## src/rtl/com_to_between_pkg.sv

```systemverilog
// Shared encodings and constants for the UART-to-parallel return path.
// The CRC helper is used only when CRC8_EN is defined.
package com_to_between_pkg;
  localparam int         DATA_BITS = 8;
  localparam logic       UART_IDLE = 1'b1;
  localparam logic [7:0] CRC8_POLY = 8'h07;

  typedef enum logic [1:0] {
    R_IDLE  = 2'd0,
    R_START = 2'd1,
    R_DATA  = 2'd2,
    R_STOP  = 2'd3
  } rx_state_e;

  typedef enum logic [1:0] {
    T_IDLE     = 2'd0,
    T_LOAD     = 2'd1,
    T_WAIT_ACK = 2'd2,
    T_WAIT_REL = 2'd3
  } tx_state_e;

  // MSB-first CRC-8, one whole byte per call.
  function automatic logic [7:0] crc8_next(input logic [7:0] crc_in, input logic [7:0] d);
    logic [7:0] c;
    c = crc_in ^ d;
    for (int i = 0; i < 8; i++) c = c[7] ? ((c << 1) ^ CRC8_POLY) : (c << 1);
    return c;
  endfunction
endpackage

```

## src/rtl/com_to_between_uart_rx.sv

```systemverilog
// 8N1 UART receiver: 2-flop synchroniser, start-bit glitch filter, mid-bit sampling.
// Emits a byte with a one-cycle valid strobe or a one-cycle framing-error strobe.
module uart_rx_byte
  import com_to_between_pkg::*;
#(
  parameter int CLKS_PER_BIT = 16
) (
  input  logic       clk,
  input  logic       rst_n,
  input  logic       rx_i,
  output logic [7:0] data_o,
  output logic       valid_o,
  output logic       ferr_o
);
  localparam int            TW      = $clog2(CLKS_PER_BIT);
  localparam logic [TW-1:0] HALF_M1 = TW'(CLKS_PER_BIT / 2 - 1);
  localparam logic [TW-1:0] FULL_M1 = TW'(CLKS_PER_BIT - 1);

  logic [1:0]    rx_s_q;
  logic          rx_sync;
  rx_state_e     state_q, state_d;
  logic [TW-1:0] tick_q, tick_d;
  logic [2:0]    bit_q, bit_d;
  logic [7:0]    shift_q, shift_d;

  assign rx_sync = rx_s_q[1];
  assign data_o  = shift_q;

  always_ff @(posedge clk or negedge rst_n) begin
    if (!rst_n) begin
      rx_s_q  <= {2{UART_IDLE}};
      state_q <= R_IDLE;
      tick_q  <= '0;
      bit_q   <= '0;
      shift_q <= '0;
    end else begin
      rx_s_q  <= {rx_s_q[0], rx_i};
      state_q <= state_d;
      tick_q  <= tick_d;
      bit_q   <= bit_d;
      shift_q <= shift_d;
    end
  end

  always_comb begin
    state_d = state_q;
    tick_d  = tick_q + 1'b1;
    bit_d   = bit_q;
    shift_d = shift_q;
    valid_o = 1'b0;
    ferr_o  = 1'b0;
    case (state_q)
      R_IDLE: begin
        tick_d = '0;
        bit_d  = '0;
        if (rx_sync != UART_IDLE) state_d = R_START;
      end
      R_START: if (tick_q == HALF_M1) begin
        tick_d  = '0;
        // Line back high at mid start bit: treat as a glitch.
        state_d = (rx_sync == UART_IDLE) ? R_IDLE : R_DATA;
      end
      R_DATA: if (tick_q == FULL_M1) begin
        tick_d  = '0;
        shift_d = {rx_sync, shift_q[7:1]};
        bit_d   = bit_q + 1'b1;
        if (bit_q == 3'(DATA_BITS - 1)) state_d = R_STOP;
      end
      R_STOP: if (tick_q == FULL_M1) begin
        tick_d  = '0;
        valid_o = rx_sync;
        ferr_o  = ~rx_sync;
        state_d = R_IDLE;
      end
      default: state_d = R_IDLE;
    endcase
  end
endmodule

```

## src/rtl/com_to_between.sv

```systemverilog
// UART rx -> FIFO -> four-phase parallel handshake to the neighbour board.
// Define CRC8_EN to accumulate a CRC-8 over every delivered byte.
module com_to_between
  import com_to_between_pkg::*;
#(
  parameter int CLKS_PER_BIT = 16,
  parameter int DEPTH        = 16,
  parameter int PTR_W        = 4
) (
  input  logic             clk,
  input  logic             reset,
  input  logic             rx,
  output logic [7:0]       t_data,
  output logic             t_sent,
  input  logic             t_recv,
  output logic [PTR_W:0]   count,
  output logic             frame_err,
  output logic             overflow,
  output logic [7:0]       crc
);
  logic [7:0]       rx_byte;
  logic             rx_valid, rx_ferr;
  logic [1:0]       recv_s_q;
  logic             recv_sync;
  logic [7:0]       mem_q [DEPTH];
  logic [PTR_W-1:0] wr_ptr_q, rd_ptr_q;
  logic [PTR_W:0]   count_q;
  logic [7:0]       t_data_q;
  logic             t_sent_q, frame_err_q, overflow_q;
  tx_state_e        tx_q, tx_d;
  logic             full, pop, push_ok;

  uart_rx_byte #(.CLKS_PER_BIT(CLKS_PER_BIT)) u_rx (
    .clk    (clk),
    .rst_n  (reset),
    .rx_i   (rx),
    .data_o (rx_byte),
    .valid_o(rx_valid),
    .ferr_o (rx_ferr)
  );

  assign recv_sync = recv_s_q[1];
  assign full      = (count_q == (PTR_W+1)'(DEPTH));
  assign pop       = (tx_q == T_IDLE) && (count_q != '0);
  // A simultaneous pop frees the slot the incoming byte needs.
  assign push_ok   = rx_valid && (!full || pop);

  always_comb begin
    tx_d = tx_q;
    case (tx_q)
      T_IDLE:     if (count_q != '0) tx_d = T_LOAD;
      T_LOAD:     tx_d = T_WAIT_ACK;
      T_WAIT_ACK: if (recv_sync) tx_d = T_WAIT_REL;
      T_WAIT_REL: if (!recv_sync) tx_d = T_IDLE;
      default:    tx_d = T_IDLE;
    endcase
  end

  always_ff @(posedge clk) begin
    if (push_ok) mem_q[wr_ptr_q] <= rx_byte;
  end

  always_ff @(posedge clk or negedge reset) begin
    if (!reset) begin
      recv_s_q    <= '0;
      tx_q        <= T_IDLE;
      wr_ptr_q    <= '0;
      rd_ptr_q    <= '0;
      count_q     <= '0;
      t_data_q    <= '0;
      t_sent_q    <= 1'b0;
      frame_err_q <= 1'b0;
      overflow_q  <= 1'b0;
    end else begin
      recv_s_q <= {recv_s_q[0], t_recv};
      tx_q     <= tx_d;
      t_sent_q <= (tx_d == T_WAIT_ACK);
      count_q  <= count_q + (PTR_W+1)'(push_ok) - (PTR_W+1)'(pop);
      if (push_ok) wr_ptr_q <= wr_ptr_q + 1'b1;
      // Head byte is captured on the pop edge so it is stable during T_LOAD.
      if (pop) begin
        rd_ptr_q <= rd_ptr_q + 1'b1;
        t_data_q <= mem_q[rd_ptr_q];
      end
      if (rx_ferr) frame_err_q <= 1'b1;
      if (rx_valid && !push_ok) overflow_q <= 1'b1;
    end
  end

  assign t_data    = t_data_q;
  assign t_sent    = t_sent_q;
  assign count     = count_q;
  assign frame_err = frame_err_q;
  assign overflow  = overflow_q;

`ifdef CRC8_EN
  logic [7:0] crc_q;
  always_ff @(posedge clk or negedge reset) begin
    if (!reset) crc_q <= '0;
    else if (tx_q == T_WAIT_ACK && recv_sync) crc_q <= crc8_next(crc_q, t_data_q);
  end
  assign crc = crc_q;
`else
  assign crc = 8'h00;
`endif
endmodule

```

## config.mk

```make
export PLATFORM = sky130hd
export DESIGN_NAME = com_to_between
export DESIGN_NICKNAME = d
export VERILOG_FILES = /design/src/rtl/com_to_between_pkg.sv /design/src/rtl/com_to_between_uart_rx.sv /design/src/rtl/com_to_between.sv
export SDC_FILE = /design/constraint.sdc
export NUM_CORES = 1
export LEC_CHECK = 0
export BUFFER_PORTS_ARGS = -buffer_cell sky130_fd_sc_hd__buf_2
export CORE_ASPECT_RATIO = 1.75
export CORE_MARGIN = 2
export CORE_UTILIZATION = 50
export CTS_BUF_LIST = sky130_fd_sc_hd__clkbuf_8
export CTS_CLUSTER_DIAMETER = 150
export DETAILED_ROUTE_END_ITERATION = 10
export PLACE_DENSITY = 0.78
export SLEW_MARGIN = 40
export SYNTH_ARGS = -nofsm -noshare
export SYNTH_HDL_FRONTEND = slang
export SYNTH_SLANG_ARGS = --single-unit
```

## constraint.sdc

```tcl
create_clock -name clk -period 2.8 [get_ports clk]
set_input_delay 0.56 -clock clk [delete_from_list [all_inputs] [get_ports clk]]
set_output_delay 0.56 -clock clk [all_outputs]
set_load 0.01 [all_outputs]
```

Word level (Yosys, flattened, before mapping)

Memories as Yosys holds them, arrays and structs flattened. A register that Yosys moved wholly into a read port is not among the register bits.
Index checks and enable logic that the tools add are counted.

Bits of input ports: 4
Memory bits (writable): 128
Output and inout bits: 24
Logic and storage cells: 74
Register bits: 39
Memories kept: 1

Memory list:

| name  | words | width | read ports | clocked after Yosys merged registers in | write ports | RTL line             | RTL |
|---|---|---|---|---|---|---|---|
| mem_q | 16    | 8     | 1          | 1                                       | 1           | com_to_between.sv:25 | `logic [7:0] mem_q [DEPTH];` |

Bitwise logic cells: 1
Eq/ne operators: 16
Muxes and demuxes: 22
Reductions and logical operators: 15
Add/sub/neg operators: 6

Operator list:

| operator              | number |
|---|---|
| $mux W2               | 9 |
| $pmux W2 S4           | 2 |
| $add A4 B1 Y4 const B | 3 |
| $pmux W4 S3           | 1 |
| $eq A2 B2 Y1 const B  | 5 |
| $mux W4               | 2 |
| $ne A2 B1 Y1 const B  | 4 |
| $mux W1               | 6 |
| $pmux W3 S2           | 1 |
| $add A5 B1 Y5         | 1 |
| $eq A5 B5 Y1 const B  | 1 |
| $reduce_and A5 Y1     | 1 |
| $reduce_bool A5 Y1    | 1 |
| $sub A5 B1 Y5         | 1 |
| $eq A2 B1 Y1 const B  | 2 |
| $eq A4 B3 Y1 const B  | 1 |
| $eq A4 B4 Y1 const B  | 1 |
| $logic_not A2 Y1      | 2 |
| $reduce_and A2 Y1     | 2 |
| $add A3 B1 Y3 const B | 1 |
| $eq A3 B3 Y1 const B  | 1 |
| $logic_and A1 B1 Y1   | 3 |
| $logic_not A1 Y1      | 3 |
| $mux W3               | 1 |
| 5 further kinds       | 5 |

Depth between registers and ports, before layout

Gate-level depths: netlist of the first run.

Depth after elaboration: 6
Gate-level depth with buffers: 14
Gate-level depth less buffers: 14

By module

Synthesis of the first run repeated with hierarchy kept, for this count alone.

Cells, all modules: 402
Area total of the unflattened synthesis: 7253.2 µm²

By module, submodules not included:

| module         | sequential area each (µm²) | area an instance (µm²) | cells an instance | times used |
|---|---|---|---|---|
| com_to_between | 4544.4                     | 6371.1                 | 333               | 1 |
| uart_rx_byte   | 478.0                      | 882.1                  | 69                | 1 |

Worst setup path before layout of the first run

Ideal clock, no wire load.

Path type: flip-flop to flip-flop
Start: register u_rx.tick_q[0]
End: register count_q[4] (netlist: count[4])
Library setup time: 80 ps
Path buffers: 1
Stages on the path, launching flop included: 15
Arrival time: 2639 ps
Slack: 81 ps
Period minus slack after synthesis: 2719 ps
Required time: 2720 ps
Cells stage by stage: dfrtp_1 -> ha_1 -> clkbuf_2 -> nand4_2 -> a311oi_4 -> inv_1 -> ha_1 -> inv_1 -> ha_1 -> inv_1 -> fa_1 -> inv_1 -> a21oi_1 -> o21bai_1 -> xnor2_1

Cells in the longest elaborated chain, start to end: 6

Ends and longest elaborated chain:

| item                   | RTL line                     | RTL |
|---|---|---|
| from (decl)            | com_to_between_uart_rx.sv:22 | `logic [TW-1:0] tick_q, tick_d;` |
| from (signal assigned) | com_to_between_uart_rx.sv:39 | `tick_q <= tick_d;` |
| $eq A4 B4 Y1           | com_to_between_uart_rx.sv:69 | `R_STOP: if (tick_q == FULL_M1) begin` |
| $mux W1                | com_to_between_uart_rx.sv:69 |  |
| $mux W1                | com_to_between_uart_rx.sv:52 | `case (state_q)` |
| $logic_and A1 B1 Y1    | com_to_between.sv:46         | `assign push_ok = rx_valid && (!full \|\| pop);` |
| $add A5 B1 Y5          | com_to_between.sv:78         | `count_q <= count_q + (PTR_W+1)'(push_ok) - (PTR_W+1)'(pop);` |
| $sub A5 B1 Y5          | com_to_between.sv:78         |  |
| to (signal assigned)   | com_to_between.sv:78         |  |
| to (decl)              | com_to_between.sv:27         | `logic [PTR_W:0] count_q;` |

No other way between the ends.
A chain may end at the register's enable or synchronous reset.

Worst setup path in the final report of the first run

Start: register count_q[3] (netlist: count[3])
End: register count_q[4] (netlist: count[4])

Cells in the longest elaborated chain, start to end: 6
Elaborated cells on any way between the ends: 8
Classes of those cells: add/sub (2); eq/ne (1); reduce/logical (5)

Ends and longest elaborated chain:

| item                                                    | RTL line |
|---|---|
| $eq A5 B5 Y1 or $reduce_bool A5 Y1 (tied branches)      | com_to_between.sv:43, com_to_between.sv:44 |
| $logic_not A1 Y1 or $logic_and A1 B1 Y1 (tied branches) | com_to_between.sv:46, com_to_between.sv:44 |
| $logic_or A1 B1 Y1                                      | com_to_between.sv:46 |
| $logic_and A1 B1 Y1                                     | com_to_between.sv:46 |
| $add A5 B1 Y5                                           | com_to_between.sv:78 |
| $sub A5 B1 Y5 *                                         | com_to_between.sv:78 |

Mark *: on every way between the ends. The rest lies on a longest branch, timed or not.

==> Implementation_results.wiki, run 1 <==
{| class="wikitable"
! Metric !! Value
|-
| R2r worst-path depth || 14
|-
| Syn avg cell area || 17.8 um2
|-
| Proportion of layout cells with a drive suffix above 1 || 0.289
|-
| Clock transition time at the flip-flop clock pins of the worst setup and hold paths || 90 ps
|-
| Diodes inserted || 0
|-
| Yosys cell types || 46
|-
| Core region area || 13800 um2
|-
| Initial core utilization || 0.511
|-
| Post-detailed-route count of antenna-violating nets || 0
|-
| Period Utilization, post-route || 0.927
|-
| Total routed wirelength || 11700 um
|-
| Cells traversed along the worst timing path || inv_1, ha_1, nor3b_2, a311oi_4, inv_1, ha_1, inv_1, ha_2, inv_1, fa_2, inv_1, a21oi_1, o21bai_1, xnor2_1
|-
| Count of hold-fix buffers inserted at cts || 0
|-
| Number of top-level pins || 28
|-
| Capturing element type of the critical path || flop
|-
| Crit path buf inv count || 5
|-
| H-tree depth || 4
|-
| Type of element launching the critical path || flop
|-
| Post-Synthesis Cells || 398
|-
| Max Transition Viols Final || 0
|-
| R2R Setup Slk || 200 ps
|-
| Unrepaired setup endpoints after global routing || false
|-
| Worst relative slew slack || 0.582
|-
| DRC marker count from the first detailed-route iteration || 189
|-
| Top fanout value on the critical path || 3
|-
| Horizontal die dimension || 93.9 um
|-
| Max Buffers Root-to-Sink || 2
|-
| Flop and latch count out of synthesis || 175
|-
| Total number of nets in the final design || 460
|-
| Root Buffer || sky130_fd_sc_hd__clkbuf_8
|-
| Total setup violations reported at the end of the flow || 0
|-
| Status || completed
|-
| Routed via count || 3422
|-
| Max_cap viols || 0
|-
| Power Density || 868 nW/um2
|-
| Actual transition at the worst max-transition pin || 626 ps
|-
| Top cell family by delay on the critical path || adder cells
|-
| Peak supply drop || 0.660 mV
|-
| Global-route total usage across every layer || 0.171
|-
| Sequential fraction of the synthesis area || 0.710
|-
| Final worst clock skew || 17.7 ps
|-
| Sum of negative setup slack || 0 ps
|-
| Category of the critical setup timing path || reg2reg
|-
| Global-route wire length before repair || 19000 um
|-
| Leading register cell type out of synthesis || sky130_fd_sc_hd__edfxtp_1
|-
| Port Buffers || 19
|-
| Largest stage delay, worst path || 400 ps
|-
| Number of core rows || 57
|-
| Gr ovfl total || 0
|-
| Signal arrival time at the worst endpoint || 2960 ps
|-
| Post-Place Cells || 598
|-
| Final routed DRC violation total || 0
|-
| Worst reg2reg startpoint || count[3]
|-
| DP HPWL || 8350 um
|-
| Data required time of the worst path || 3160 ps
|-
| Critical-path top delay cell || sky130_fd_sc_hd__dfrtp_1
|-
| Proportion of synthesized flip-flops having asynchronous set or reset || 0.269
|-
| Commonest non-fill, non-tap cell in the layout || sky130_fd_sc_hd__edfxtp_1
|-
| Area of the die || 15200 um2
|-
| Latest clock arrival within the worst-skew pair || 450 ps
|-
| Path category of the worst min-delay check || in2async
|-
| Max Freq || 0.385 GHz
|-
| Cell area after synthesis || 7070 um2
|-
| TritonCTS sink count || 175
|-
| Synthesis warning total || 0
|-
| Overall Power || 6.80 mW
|-
| Area growth from synthesis to final layout || 10.7%
|-
| CTS tree || done
|-
| Post-DR wirelength/cell || 18.6 um
|-
| Largest net degree at the start of global routing || 34
|-
| Count of final hold-check violations || 0
|-
| Number of optimization iterations in the first detailed-route pass || 5
|-
| Initial antenna violation count || 0
|-
| Number of flops mapped to enable cells by yosys || 128
|-
| Via count of the first global-routing pass || 3676
|-
| Critical R2R Capture || count[4]
|-
| Time the final worst path needs with I/O delays and setup || 2600 ps
|-
| Weighted congestion at the end of routability-driven global placement || 0.772
|-
| Filler-free cell count of the finished design || 631
|-
| Floorplan die height || 161 um
|-
| Most used cells in the layout excluding fill and tap cells || 128 x sky130_fd_sc_hd__edfxtp_1, 44 x sky130_fd_sc_hd__dfrtp_1, 32 x sky130_fd_sc_hd__mux4_2
|-
| Cell repeated most along the worst path || sky130_fd_sc_hd__inv_1
|-
| Number of clock buffers inserted by TritonCTS || 17
|-
| LEAKAGE || 2.82 nW
|-
| Via/cell ratio || 5.42
|}
[metal layers]
metal	up-vias	global-route usage	wire [um]
met5	-	0	0
met4	0	0.0731	303
met3	14	0.0429	330
met2	70	0.309	6810
met1	1733	0.187	4280
li1	1605	-	-
[layout make-up]
| class | instances | area, um2 |
|---|---|---|
| multi-input combinational | 188 | 1880 |
| fill | 1060 | 6000 |
| sequential | 175 | 5020 |
| clock inverter | 15 | 128 |
| inverter | 14 | 52.6 |
| timing repair buffer | 45 | 290 |
| tap | 177 | 221 |
| clock buffer | 17 | 234 |
[cells in the mapped netlist (2+ instances only)]
cell,count,area (um2)
sky130_fd_sc_hd__a21o_1,2,15.0
sky130_fd_sc_hd__a21oi_1,6,30.0
sky130_fd_sc_hd__a221oi_1,8,70.1
sky130_fd_sc_hd__a22o_1,6,52.6
sky130_fd_sc_hd__buf_2,7,35.0
sky130_fd_sc_hd__buf_4,12,90.1
sky130_fd_sc_hd__clkbuf_1,6,22.5
sky130_fd_sc_hd__clkbuf_2,2,10.0
sky130_fd_sc_hd__dfrtp_1,45,1130
sky130_fd_sc_hd__dfstp_2,2,52.6
sky130_fd_sc_hd__edfxtp_1,128,3840
sky130_fd_sc_hd__ha_1,14,175
sky130_fd_sc_hd__inv_1,14,52.6
sky130_fd_sc_hd__mux2_2,10,113
sky130_fd_sc_hd__mux2i_1,8,80.1
sky130_fd_sc_hd__mux4_2,32,721
sky130_fd_sc_hd__nand2_1,11,41.3
sky130_fd_sc_hd__nand2b_1,7,43.8
sky130_fd_sc_hd__nand4_1,2,12.5
sky130_fd_sc_hd__nor2_1,27,101
sky130_fd_sc_hd__nor2b_1,2,12.5
sky130_fd_sc_hd__nor3_1,5,25.0
sky130_fd_sc_hd__o21ai_0,2,10.0
sky130_fd_sc_hd__o21bai_1,2,15.0
sky130_fd_sc_hd__o22ai_1,7,43.8
sky130_fd_sc_hd__or2_2,2,12.5
sky130_fd_sc_hd__xnor2_1,8,70.1
sky130_fd_sc_hd__xor2_1,3,26.3
[cells by family after synthesis]
family                   after synthesis  share of synthesized area
XOR/XNOR                              11                     0.0136
AO/OA/AOI/OAI                         42                     0.0469
multiplexers                          50                      0.129
AND/OR/NAND/NOR                       62                     0.0421
other                                  1                   0.000530
adder cells (fa/ha/maj)               15                     0.0276
buffers and inverters                 42                     0.0302
flip-flops                           175                      0.710
[sequential cells by signal, summed over array words and instances, names as in the netlist, named ones only]
register,cells
count,5
frame_err,1
mem_q,128
overflow,1
rd_ptr_q,4
recv_s_q,2
t_data,8
t_sent,1
tx_q,2
u_rx.bit_q,3
u_rx.data_o,8
u_rx.rx_s_q,2
u_rx.state_q,1
u_rx.tick_q,4
wr_ptr_q,4
[how the worst max path moves through the flow]
stage | cells after the start | startpoint | slack [ps] | to
2_1_floorplan | 14 | u_rx.tick_q[0] | 80 | count[4]
3_3_place_gp | 14 | count[3] | 260 | count[4]
3_5_place_dp | 14 | count[2] | 110 | count[4]
4_1_cts | 14 | count[2] | 80 | count[4]
5_1_grt | 13 | u_rx.tick_q[0] | 4 | count[4]
6_report | 14 | count[3] | 200 | count[4]
[stage by stage]
stage | worst slack [ps] | util | hold slack, ps | area, um2
after global placement | 259 | 0.538 | 332 | 7450
after floorplan | 81.3 | - | 264 | 7100
after CTS | 76.6 | 0.564 | 16.3 | 7810
final | 204 | 0.566 | 31.9 | 7830
after detailed placement | 112 | 0.538 | 341 | 7450
after global routing | 4.17 | 0.566 | 33.5 | 7830
[report_power, final]
part           internal [mW]  switching (mW)
combinational          0.962           0.966
clock                  0.643           0.918
sequential              3.02           0.291
total                   4.62            2.18
[what timing repair did]
| action | CTS | global route |
|---|---|---|
| endpoints found under the hold margin | 0 | 0 |
| setup endpoints to repair | 0 | 1 |
| gates resized for setup | 0 | 3 |
| setup buffers | 0 | 1 |
Power figures use the tool's default switching activity.
==> run 2: changes to the inputs <==
==> constraint.sdc (replaced) <==
create_clock -name clk -period 2.8 [get_ports clk]
set_input_delay 0.14 -clock clk [delete_from_list [all_inputs] [get_ports clk]]
set_output_delay 0.14 -clock clk [all_outputs]
set_load 0.01 [all_outputs]
==> Implementation_results.wiki, run 2 (same netlist as run 1, synthesis figures left out) <==
{| class="wikitable"
! Metric !! Value
|-
| Commonest non-fill, non-tap cell in the layout || sky130_fd_sc_hd__edfxtp_1
|-
| Global-route total usage across every layer || 0.179 (+0.00811)
|-
| Final worst clock skew || 14.2 ps (-3.55 ps)
|-
| LEAKAGE || 2.87 nW (+1.7%)
|-
| Worst relative slew slack || 0.546 (-0.0364)
|-
| Final routed DRC violation total || 0 (unchanged)
|-
| Worst setup timing slack at the placement stage || 104 ps (-7.59 ps)
|-
| Max_cap viols || 0 (unchanged)
|-
| Area growth from synthesis to final layout || 11.6%
|-
| Max Freq || 0.386 GHz (+0.16%)
|-
| Post-DR wirelength/cell || 19.5 um (+4.9%)
|-
| Largest stage delay, worst path || 400 ps (about the same)
|-
| Actual transition at the worst max-transition pin || 681 ps (+54.6 ps)
|-
| Register with the most flip-flops || mem_q
|-
| Core region area || 13800 um2 (unchanged)
|-
| Path category of the worst min-delay check || in2async
|-
| Max Transition Viols Final || 0 (unchanged)
|-
| Sequential standard cell area || 5020 um2 (unchanged)
|-
| Peak supply drop || 0.693 mV (+5.1%)
|-
| Routed via count || 3539 (+3.4%)
|-
| Gr ovfl total || 0 (unchanged)
|-
| Initial core utilization || 0.511 (unchanged)
|-
| Horizontal die dimension || 93.9 um (unchanged)
|-
| Sum of negative setup slack || 0 ps (unchanged)
|-
| Weighted congestion at the end of routability-driven global placement || 0.768 (-0.57%)
|-
| Period Utilization, post-route || 0.926 (-0.00147)
|-
| Signal arrival time at the worst endpoint || 2960 ps (about the same)
|-
| Hold slack || 189 ps (+157 ps)
|-
| Unrepaired setup endpoints after global routing || false
|-
| Status || completed
|-
| Top fanout value on the critical path || 4 (+1)
|-
| R2R Setup Slk || 210 ps (about the same)
|-
| Global-route wire length before repair || 20000 um (+4.9%)
|-
| Port Buffers || 19 (unchanged)
|-
| Number of core rows || 57 (unchanged)
|-
| Cells traversed along the worst timing path || ha_1, nand4_2, a311oi_4, inv_1, ha_1, inv_1, ha_2, inv_1, fa_2, inv_1, a21oi_1, o21bai_1, xnor2_1
|-
| CTS tree || done
|-
| Final core area utilization || 0.571 (+0.00470)
|-
| Floorplan die height || 161 um (unchanged)
|-
| Total routed wirelength || 12400 um (+5.9%)
|-
| Via/cell ratio || 5.56 (+2.4%)
|-
| Clock transition time at the flip-flop clock pins of the worst setup and hold paths || 90 ps (about the same)
|-
| Number of optimization iterations in the first detailed-route pass || 4 (-1)
|-
| DRC marker count from the first detailed-route iteration || 266 (+41%)
|-
| Number of clock buffers inserted by TritonCTS || 17 (unchanged)
|-
| Initial antenna violation count || 0 (unchanged)
|-
| Latest clock arrival within the worst-skew pair || 440 ps (about the same)
|-
| DP HPWL || 8750 um (+4.8%)
|-
| Via count of the first global-routing pass || 3872 (+5.3%)
|-
| Total number of nets in the final design || 467 (+1.5%)
|-
| Largest net degree at the start of global routing || 34 (unchanged)
|-
| Critical-path top delay cell || sky130_fd_sc_hd__dfrtp_1
|-
| Capturing element type of the critical path || flop
|-
| TritonCTS sink count || 175 (unchanged)
|-
| Area of the multi-input gates || 1880 um2 (-0.13%)
|-
| Type of element launching the critical path || flop
|-
| Final setup slack of the worst path || 208 ps (+4.11 ps)
|-
| Post-detailed-route count of antenna-violating nets || 0 (unchanged)
|-
| Fillers || 1054 (-0.57%)
|-
| Total setup violations reported at the end of the flow || 0 (unchanged)
|-
| Diodes inserted || 0 (unchanged)
|-
| H-tree depth || 4 (unchanged)
|-
| Root Buffer || sky130_fd_sc_hd__clkbuf_8
|-
| Power Density || 871 nW/um2 (+0.33%)
|-
| Time the final worst path needs with I/O delays and setup || 2590 ps (-4.11 ps)
|-
| Cell repeated most along the worst path || sky130_fd_sc_hd__inv_1
|-
| Number of top-level pins || 28 (unchanged)
|-
| Count of final hold-check violations || 0 (unchanged)
|-
| Proportion of layout cells with a drive suffix above 1 || 0.293 (+0.00493)
|-
| Data required time of the worst path || 3170 ps (about the same)
|-
| Max Buffers Root-to-Sink || 2 (unchanged)
|-
| Number of flip-flops in the largest register || 128 (unchanged)
|-
| Area of the die || 15200 um2 (unchanged)
|-
| Category of the critical setup timing path || reg2reg
|-
| Most used cells in the layout excluding fill and tap cells || 128 x sky130_fd_sc_hd__edfxtp_1, 44 x sky130_fd_sc_hd__dfrtp_1, 32 x sky130_fd_sc_hd__mux4_2
|}
==> run 2: path summary, 6_finish.rpt <==
check	startpoint	endpoint	cells after the start
min in group clk	t_recv	recv_s_q[0]	2
max in group asynchronous	reset	rd_ptr_q[1]	3
min reg2reg	recv_s_q[0]	recv_s_q[1]	0
min	reset	count[0]	2
max reg2reg	u_rx.tick_q[0]	count[4]	13
max	u_rx.tick_q[0]	count[4]	13
==> run 2: stage by stage <==
step | cells | cell area, um2 | power, mW
6_report | 637 | 7900 | 6.88
5_1_grt | 637 | 7900 | 7.29
4_1_cts | 634 | 7860 | 6.91
3_5_place_dp | 600 | 7460 | 5.32
3_3_place_gp | 600 | 7460 | 5.21
2_1_floorplan | 405 | 7100 | 4.78
==> run 2: critical path: cells and delay by family (launching register included) <==
kind | cells | cell delay [ps]
xor+xnor | 1 | 140
flops | 1 | 400
fa+ha+maj | 4 | 1010
compound gates | 3 | 520
buf+inv | 4 | 260
simple gates | 1 | 170
==> run 2: routing by layer <==
metal	vias up	wire [um]	share of wire	GRT usage
met1	1790	4340	0.35	0.190
met3	29	467	0.038	0.0350
met2	104	7150	0.58	0.324
met5	-	0	0	0
li1	1616	-	-	-
met4	0	443	0.036	0.101
==> run 2: power by group <==
| part | leakage [nW] | switching (mW) | total (mW) | internal, mW |
|---|---|---|---|---|
| combinational | 0.948 | 0.982 | 1.98 | 0.999 |
| sequential | 1.74 | 0.282 | 3.30 | 3.02 |
| clock | 0.186 | 0.885 | 1.60 | 0.713 |
| total | 2.87 | 2.15 | 6.88 | 4.73 |
==> run 2: timing repair <==
item / CTS / global route
gates resized for setup: 0 / 3
setup buffers: 0 / 3
hold buffers: 3 / 0
endpoints found under the setup margin: 0 / 1
endpoints found under the hold margin: 24 / 0
==> run 2: cell type report <==
cell class,instances,share of cell area
Clock buffer,17,0.0296
Clock inverter,14,0.0171
Inverter,14,0.00666
Multi-Input combinational cell,188,0.238
Sequential cell,175,0.636
Tap cell,177,0.0280
Timing Repair Buffer,52,0.0444
